`src/rtl/decoder_select_scheduler_pkg.sv`:
```
// Shared types and constants for the decoder select scheduler.
// Combinational helpers only; no state lives here.
// No flow control; consumed by the scheduler and its pick sub-module.
package decoder_select_scheduler_pkg;

  // Scheduler phases: address setup, enable hold, address-hold recovery.
  typedef enum logic [1:0] {
    ST_IDLE    = 2'd0,
    ST_SETUP   = 2'd1,
    ST_GRANT   = 2'd2,
    ST_RECOVER = 2'd3
  } state_e;

  // Enable pins ordered {enable1c, enable1g_bar, enable2c_bar, enable2g_bar}.
  localparam logic [3:0] ENABLE_IDLE = 4'b0111;
  localparam logic [3:0] ENABLE_BLK0 = 4'b1011;
  localparam logic [3:0] ENABLE_BLK1 = 4'b0100;

  // Requester index split into decoder block and decoder address.
  typedef struct packed {
    logic       blk;
    logic [7:0] addr;
  } split_t;

  function automatic split_t split_index(input int unsigned idx, input int unsigned width_out);
    split_t s;
    s.blk  = 1'(idx / width_out);
    s.addr = 8'(idx % width_out);
    return s;
  endfunction

endpackage

```
`src/rtl/decoder_select_scheduler_if.sv`:
```
// Requester/decoder-side bundle of the decoder select scheduler.
// Pure wiring; timing is set by the scheduler driving it.
// Requests are levels held until served; no ready/credit return path.
interface decoder_select_scheduler_if #(
  parameter int WIDTH_OUT = 4,
  parameter int BLOCKS    = 2,
  parameter int WIDTH_IN  = $clog2(WIDTH_OUT)
);
  logic [BLOCKS*WIDTH_OUT-1:0] request;
  logic [WIDTH_IN-1:0]         a;
  logic                        enable1c;
  logic                        enable1g_bar;
  logic                        enable2c_bar;
  logic                        enable2g_bar;
  logic [BLOCKS*WIDTH_OUT-1:0] grant;
  logic                        busy;

  modport master (
    input  request,
    output a, enable1c, enable1g_bar, enable2c_bar, enable2g_bar, grant, busy
  );

  modport slave (
    output request,
    input  a, enable1c, enable1g_bar, enable2c_bar, enable2g_bar, grant, busy
  );
endinterface

```
`src/rtl/decoder_select_scheduler_round_robin_pick.sv`:
```
// Round-robin winner search: first set request at or above ptr, wrapping.
// Zero latency, purely combinational.
// No backpressure; any_vld low means nothing to grant.
module round_robin_pick #(
  parameter int N  = 8,
  parameter int PW = $clog2(N)
) (
  input  logic [N-1:0]  request,
  input  logic [PW-1:0] ptr,
  output logic [PW-1:0] winner,
  output logic          any_vld
);

  logic [PW-1:0] cand;

  // Scan from the farthest candidate down so the nearest one to ptr lands last.
  // N is a power of two, so the PW-bit add wraps modulo N for free.
  always_comb begin
    cand    = '0;
    winner  = '0;
    any_vld = 1'b0;
    for (int i = N - 1; i >= 0; i--) begin
      cand = ptr + PW'(i);
      if (request[cand]) begin
        winner  = cand;
        any_vld = 1'b1;
      end
    end
  end

endmodule

```
`src/rtl/decoder_select_scheduler.sv`:
```
// Round-robin scheduler sharing a dual 2-to-4 decoder (inverted outputs); macro ARBITER_TIMEOUT_EN adds a hold limit.
// Latency: request seen in IDLE -> address after 1 edge, enables/grant after 2; release -> 1 recover cycle.
// Backpressure: losers keep their request level until granted; holders are never pre-empted except by timeout.
module decoder_select_scheduler
  import decoder_select_scheduler_pkg::*;
#(
  parameter int WIDTH_OUT  = 4,
  parameter int WIDTH_IN   = $clog2(WIDTH_OUT),
  parameter int BLOCKS     = 2,
  parameter int HOLD_MAX   = 15,
  parameter int DELAY_RISE = 0,
  parameter int DELAY_FALL = 0
) (
  input logic                        core_clk,
  input logic                        clear,
  decoder_select_scheduler_if.master bus
);

  localparam int N  = BLOCKS * WIDTH_OUT;
  localparam int PW = $clog2(N);

  // Pin delays are a board-level annotation; the registered outputs drive the
  // pins directly here. This block only holds the legal-range guard.
  if (HOLD_MAX < 1 || HOLD_MAX > 255 || DELAY_RISE < 0 || DELAY_FALL < 0 || BLOCKS != 2) begin : g_param_out_of_range
  end

  state_e              state_q, state_d;
  logic [PW-1:0]       ptr_q, ptr_d;
  logic [PW-1:0]       win_q, win_d;
  logic [WIDTH_IN-1:0] a_q, a_d;
  logic [3:0]          en_q, en_d;
  logic [N-1:0]        grant_q, grant_d;
  logic                busy_q, busy_d;
  logic [PW-1:0]       pick_idx;
  logic                pick_vld;
  split_t              win_split;
`ifdef ARBITER_TIMEOUT_EN
  logic [7:0]          cnt_q, cnt_d;
`endif

  round_robin_pick #(.N(N), .PW(PW)) u_pick (
    .request (bus.request),
    .ptr     (ptr_q),
    .winner  (pick_idx),
    .any_vld (pick_vld)
  );

  // Phase sequencing and arbitration; the pointer moves past the winner at selection time.
  always_comb begin
    state_d = state_q;
    ptr_d   = ptr_q;
    win_d   = win_q;
`ifdef ARBITER_TIMEOUT_EN
    cnt_d   = cnt_q;
`endif
    case (state_q)
      ST_IDLE: begin
        if (pick_vld) begin
          win_d   = pick_idx;
          ptr_d   = pick_idx + PW'(1);
          state_d = ST_SETUP;
        end
      end
      ST_SETUP: begin
        state_d = ST_GRANT;
`ifdef ARBITER_TIMEOUT_EN
        cnt_d   = 8'd0;
`endif
      end
      ST_GRANT: begin
`ifdef ARBITER_TIMEOUT_EN
        cnt_d = cnt_q + 8'd1;
        if (!bus.request[win_q] || cnt_d == 8'(HOLD_MAX)) begin
          state_d = ST_RECOVER;
        end
`else
        if (!bus.request[win_q]) begin
          state_d = ST_RECOVER;
        end
`endif
      end
      ST_RECOVER: state_d = ST_IDLE;
      default:    state_d = ST_IDLE;
    endcase
  end

  // Output values for the upcoming phase, so every pin comes straight from a flop.
  always_comb begin
    win_split = split_index(32'(win_d), 32'(WIDTH_OUT));
    a_d       = a_q;
    en_d      = ENABLE_IDLE;
    grant_d   = '0;
    busy_d    = (state_d != ST_IDLE);
    if (state_d == ST_SETUP) begin
      a_d = WIDTH_IN'(win_split.addr);
    end
    if (state_d == ST_GRANT) begin
      en_d    = win_split.blk ? ENABLE_BLK1 : ENABLE_BLK0;
      grant_d = N'(1) << win_d;
    end
  end

  // State and output registers; clear drops enables at once with no recover cycle.
  always_ff @(posedge core_clk) begin
    if (clear) begin
      state_q <= ST_IDLE;
      ptr_q   <= '0;
      win_q   <= '0;
      a_q     <= '0;
      en_q    <= ENABLE_IDLE;
      grant_q <= '0;
      busy_q  <= 1'b0;
`ifdef ARBITER_TIMEOUT_EN
      cnt_q   <= 8'd0;
`endif
    end else begin
      state_q <= state_d;
      ptr_q   <= ptr_d;
      win_q   <= win_d;
      a_q     <= a_d;
      en_q    <= en_d;
      grant_q <= grant_d;
      busy_q  <= busy_d;
`ifdef ARBITER_TIMEOUT_EN
      cnt_q   <= cnt_d;
`endif
    end
  end

  assign bus.a            = a_q;
  assign bus.enable1c     = en_q[3];
  assign bus.enable1g_bar = en_q[2];
  assign bus.enable2c_bar = en_q[1];
  assign bus.enable2g_bar = en_q[0];
  assign bus.grant        = grant_q;
  assign bus.busy         = busy_q;

endmodule

```
`src/flat_wrapper.sv`:
```
// flat-port wrapper written by rule: the top's interface ports become plain ports
module decoder_select_scheduler_flat import decoder_select_scheduler_pkg::*;
#(
  parameter int WIDTH_OUT  = 4,
  parameter int WIDTH_IN   = $clog2(WIDTH_OUT),
  parameter int BLOCKS     = 2,
  parameter int HOLD_MAX   = 15,
  parameter int DELAY_RISE = 0,
  parameter int DELAY_FALL = 0
)
  (core_clk, clear, bus_request, bus_a, bus_enable1c, bus_enable1g_bar, bus_enable2c_bar, bus_enable2g_bar, bus_grant, bus_busy);
  decoder_select_scheduler_if #(.WIDTH_OUT(WIDTH_OUT), .BLOCKS(BLOCKS), .WIDTH_IN(WIDTH_IN)) bus_i ();
  input logic core_clk;
  input logic clear;
  input wire logic [$bits(bus_i.request)-1:0] bus_request;
  output wire logic [$bits(bus_i.a)-1:0] bus_a;
  output wire logic [$bits(bus_i.enable1c)-1:0] bus_enable1c;
  output wire logic [$bits(bus_i.enable1g_bar)-1:0] bus_enable1g_bar;
  output wire logic [$bits(bus_i.enable2c_bar)-1:0] bus_enable2c_bar;
  output wire logic [$bits(bus_i.enable2g_bar)-1:0] bus_enable2g_bar;
  output wire logic [$bits(bus_i.grant)-1:0] bus_grant;
  output wire logic [$bits(bus_i.busy)-1:0] bus_busy;
  assign bus_i.request = bus_request;
  assign bus_a = bus_i.a;
  assign bus_enable1c = bus_i.enable1c;
  assign bus_enable1g_bar = bus_i.enable1g_bar;
  assign bus_enable2c_bar = bus_i.enable2c_bar;
  assign bus_enable2g_bar = bus_i.enable2g_bar;
  assign bus_grant = bus_i.grant;
  assign bus_busy = bus_i.busy;
  decoder_select_scheduler #(.WIDTH_OUT(WIDTH_OUT), .WIDTH_IN(WIDTH_IN), .BLOCKS(BLOCKS), .HOLD_MAX(HOLD_MAX), .DELAY_RISE(DELAY_RISE), .DELAY_FALL(DELAY_FALL)) u_core (.core_clk(core_clk), .clear(clear), .bus(bus_i));
endmodule
```
`config.mk`:
```
export PLATFORM = sky130hd
export DESIGN_NAME = decoder_select_scheduler_flat
export DESIGN_NICKNAME = d
export VERILOG_FILES = /design/src/rtl/decoder_select_scheduler_pkg.sv /design/src/rtl/decoder_select_scheduler_if.sv /design/src/rtl/decoder_select_scheduler_round_robin_pick.sv /design/src/rtl/decoder_select_scheduler.sv /design/src/flat_wrapper.sv
export SDC_FILE = /design/constraint.sdc
export NUM_CORES = 1
export LEC_CHECK = 0
export ABC_AREA = 0
export BUFFER_PORTS_ARGS = -buffer_cell sky130_fd_sc_hd__buf_2
export CORE_MARGIN = 2
export CORE_UTILIZATION = 46
export CTS_BUF_LIST = sky130_fd_sc_hd__clkbuf_2 sky130_fd_sc_hd__clkbuf_4 sky130_fd_sc_hd__clkbuf_8
export CTS_CLUSTER_DIAMETER = 200
export DETAILED_ROUTE_END_ITERATION = 6
export PLACE_DENSITY = 0.69
export SLEW_MARGIN = 25
export SYNTH_ARGS = -nofsm -noshare
export SYNTH_HDL_FRONTEND = slang
export SYNTH_HIERARCHICAL = 1
export SYNTH_SLANG_ARGS = --single-unit
```
`constraint.sdc`:
```
create_clock -name core_clk -period 4.65 [get_ports core_clk]
set_input_delay 0 -clock core_clk [delete_from_list [all_inputs] [get_ports core_clk]]
set_output_delay 0 -clock core_clk [all_outputs]
set_load 0.005 [all_outputs]
```
==> reports/summary.txt <==
status: completed
# port buffers: 24
number of remaining DRC errors: 0
path type of the worst setup path: reg -> reg
initial antenna violation count: 0
CTS tree: yes
met2 Use GR: 0.315
Final Critical Period: 3.92 ns
Final setup viols: 0
MaxCap Viol Count: 0
P&R area growth vs syn: 10.4%
postcts setup bufs: 0
EDFF count, synth: 0
GRT overflow: 0
die area: 4290 µm²
routing usage on met1: 0.256
WL/cell: 14.7 µm
CTS Sinks: 22
CTS root buf: clkbuf_8
DP Wirelength: 2.79 mm
Clock Skews: 0.00165 ns
Post-DRT Antenna Nets: 0
number of H-tree levels: 1
Ys Warns: 6
period utilization: 0.844
largest net degree at the start of global routing: 23
row count: 22
Fill cells: 350
via/cell ratio: 5.99
Max Clk Rate: 255 MHz
Slew @ Worst Pin: 0.816 ns
CP Capture Type: flip-flop
Worst R2R Start: u_core/ptr_q[0]
vias in the first global route: 1,390
pwr/cell area: 714 nW/µm²
CTS Buf Count: 3
setup TNS: 0 ns
unrepaired setup endpoints after global routing: false
Top Ports: 25
Synth Cell Area: 1740 µm²
maximum clock path buffer count: 2
Initial Utilization: 0.475
TritonRoute pass-1 iters: 5
all-layer global routing usage: 0.186
most numerous cell in the Yosys netlist: dfxtp_1
Async SR Flop Fraction: 0
final hold violation count: 0
Leakage: 0.778 nW
met3 usage: 0.0205
Design Power: 1.37 mW
final net count: 220
Synth Instances: 185
diode count: 0
DIE WIDTH: 65.5 µm
syn_nets: 201
Vias: 1,503
Synth top area share: 0.253
class of the worst hold path: in -> reg
die height: 65.5 µm
crit path DAT: 4.08 ns
routed wire length: 3.70 mm
Max Slew Vio Count: 0
Synth cell types: 52
VDD IR max: 0.577 mV
average cell area after synthesis: 9.41 µm²
Placer Congestion: 0.899
Min Hold Slack: 0.0508 ns
Skew-Pair Late Insertion Delay: 0.26 ns
Req. time, crit path: 4.81 ns
Seq/Total Area, Yosys: 0.253
Slew headroom: 0.455
core area: 3660 µm²
Top FF cell, synth: dfxtp_1
GRT Max-Usage Layer: met2
synthesis-stage register bit count: 22
first-pass GRT wire length: 6.42 mm
share of post-route cells with drive strength above 1: 0.232
clock transition at the registers of the reported paths: 0.07 ns
post_cts resized: 0
post-synth top area cell: dfxtp_1
critical path launch point: u_core/ptr_q[0]
initial DRC count: 123
min-delay src: clear
cts hold-fix bufs: 0
CP max FO: 15
synth cell count leaders: dfxtp_1, nor2_1, a21oi_1
Setup crit start kind: flip-flop
top post-synthesis cells by area: dfxtp_1, mux4_2, mux4_1, mux2i_1, ha_1
worst max-delay path: stages (launching register included):
cell and delay [ns]:
dfxtp_1 0.72, inv_1 0.16, ha_1 0.50, mux4_1 0.43, nor4_1 0.40, nand4_1 0.36, a21o_1 0.28, a221oi_2 0.34
o211ai_2 0.27, nor4_1 0.35
routing by layer:
layer	vias to the layer above	wire length [µm]
met1	712	1760
met2	40	1780
met5	-	0
met3	4	129
li1	747	-
met4	0	32
cell usage in the layout (no fill, tap or decap), types with 2 or more instances in the layout:
| cell | count |
|---|---|
| nor2_1 | 14 |
| xor2_1 | 2 |
| nor2b_1 | 5 |
| buf_2 | 24 |
| nand2_1 | 11 |
| a21o_1 | 2 |
| ha_1 | 6 |
| nand2b_1 | 5 |
| a31oi_1 | 3 |
| mux2i_1 | 8 |
| nor3_1 | 4 |
| o31ai_1 | 2 |
| dfxtp_1 | 22 |
| xnor2_1 | 2 |
| and2_1 | 3 |
| and3_1 | 2 |
| mux4_2 | 6 |
| clkbuf_8 | 3 |
| o22ai_1 | 3 |
| a21oi_1 | 12 |
| a211oi_1 | 5 |
| o21ai_0 | 2 |
| nor4_1 | 9 |
| mux2_2 | 6 |
| inv_1 | 10 |
| mux4_1 | 5 |
through the flow:
step | cell area, µm² | util | worst slack, ns | instances
2_1_floorplan | 1740 | - | 1.22 | 185
3_3_place_gp | 1850 | 0.505 | 0.799 | 247
3_5_place_dp | 1850 | 0.505 | 0.787 | 247
4_1_cts | 1920 | 0.525 | 0.753 | 251
5_1_grt | 1920 | 0.525 | 0.356 | 251
6_report | 1920 | 0.525 | 0.726 | 251
area by class of cell:
type	instances	area, µm²	share of cell area
Multi-Input combinational cell	142	1180	0.616
Sequential cell	22	440	0.229
Timing Repair Buffer	25	128	0.0664
Tap cell	48	60.1	0.0313
Clock buffer	3	41.3	0.0215
Inverter	10	37.5	0.0195
Clock inverter	1	30.0	0.0156
worst paths after layout:
path                                             to  slack (ns)  depth (start not counted)
worst min-delay path                u_core/win_q[1]        0.05                          2
worst min register to register      u_core/bus.a[0]        0.47                          2
worst max register to register  u_core/bus.grant[1]        0.73                          9
worst max-delay path            u_core/bus.grant[1]        0.73                          9
where the power goes:
| group | leakage, nW | switching (mW) | internal [mW] |
|---|---|---|---|
| clock network | 0.0357 | 0.0575 | 0.115 |
| registers | 0.180 | 0.0579 | 0.230 |
| logic | 0.563 | 0.510 | 0.400 |
| total | 0.778 | 0.625 | 0.745 |
registers in the layout, summed over array words and instances, names as in the netlist:
| register | count |
|---|---|
| u_core/en_q | 3 |
| u_core/state_q | 2 |
| u_core/bus.a | 2 |
| u_core/bus.busy | 1 |
| u_core/ptr_q | 3 |
| u_core/win_q | 3 |
| u_core/bus.grant | 8 |
cell families (layout without fill, tap and decap cells):
logic type,count (synthesis),in the layout,synth area share
and+or+nand+nor,61,61,0.185
AOI/OAI and AO/OA,44,44,0.178
muxes,27,27,0.253
DFF,22,22,0.253
buffers and inverters,21,39,0.0669
adders and majority gates,6,6,0.0431
xor gates and xnor gates,4,4,0.0201
Power figures use the tool's default switching activity.
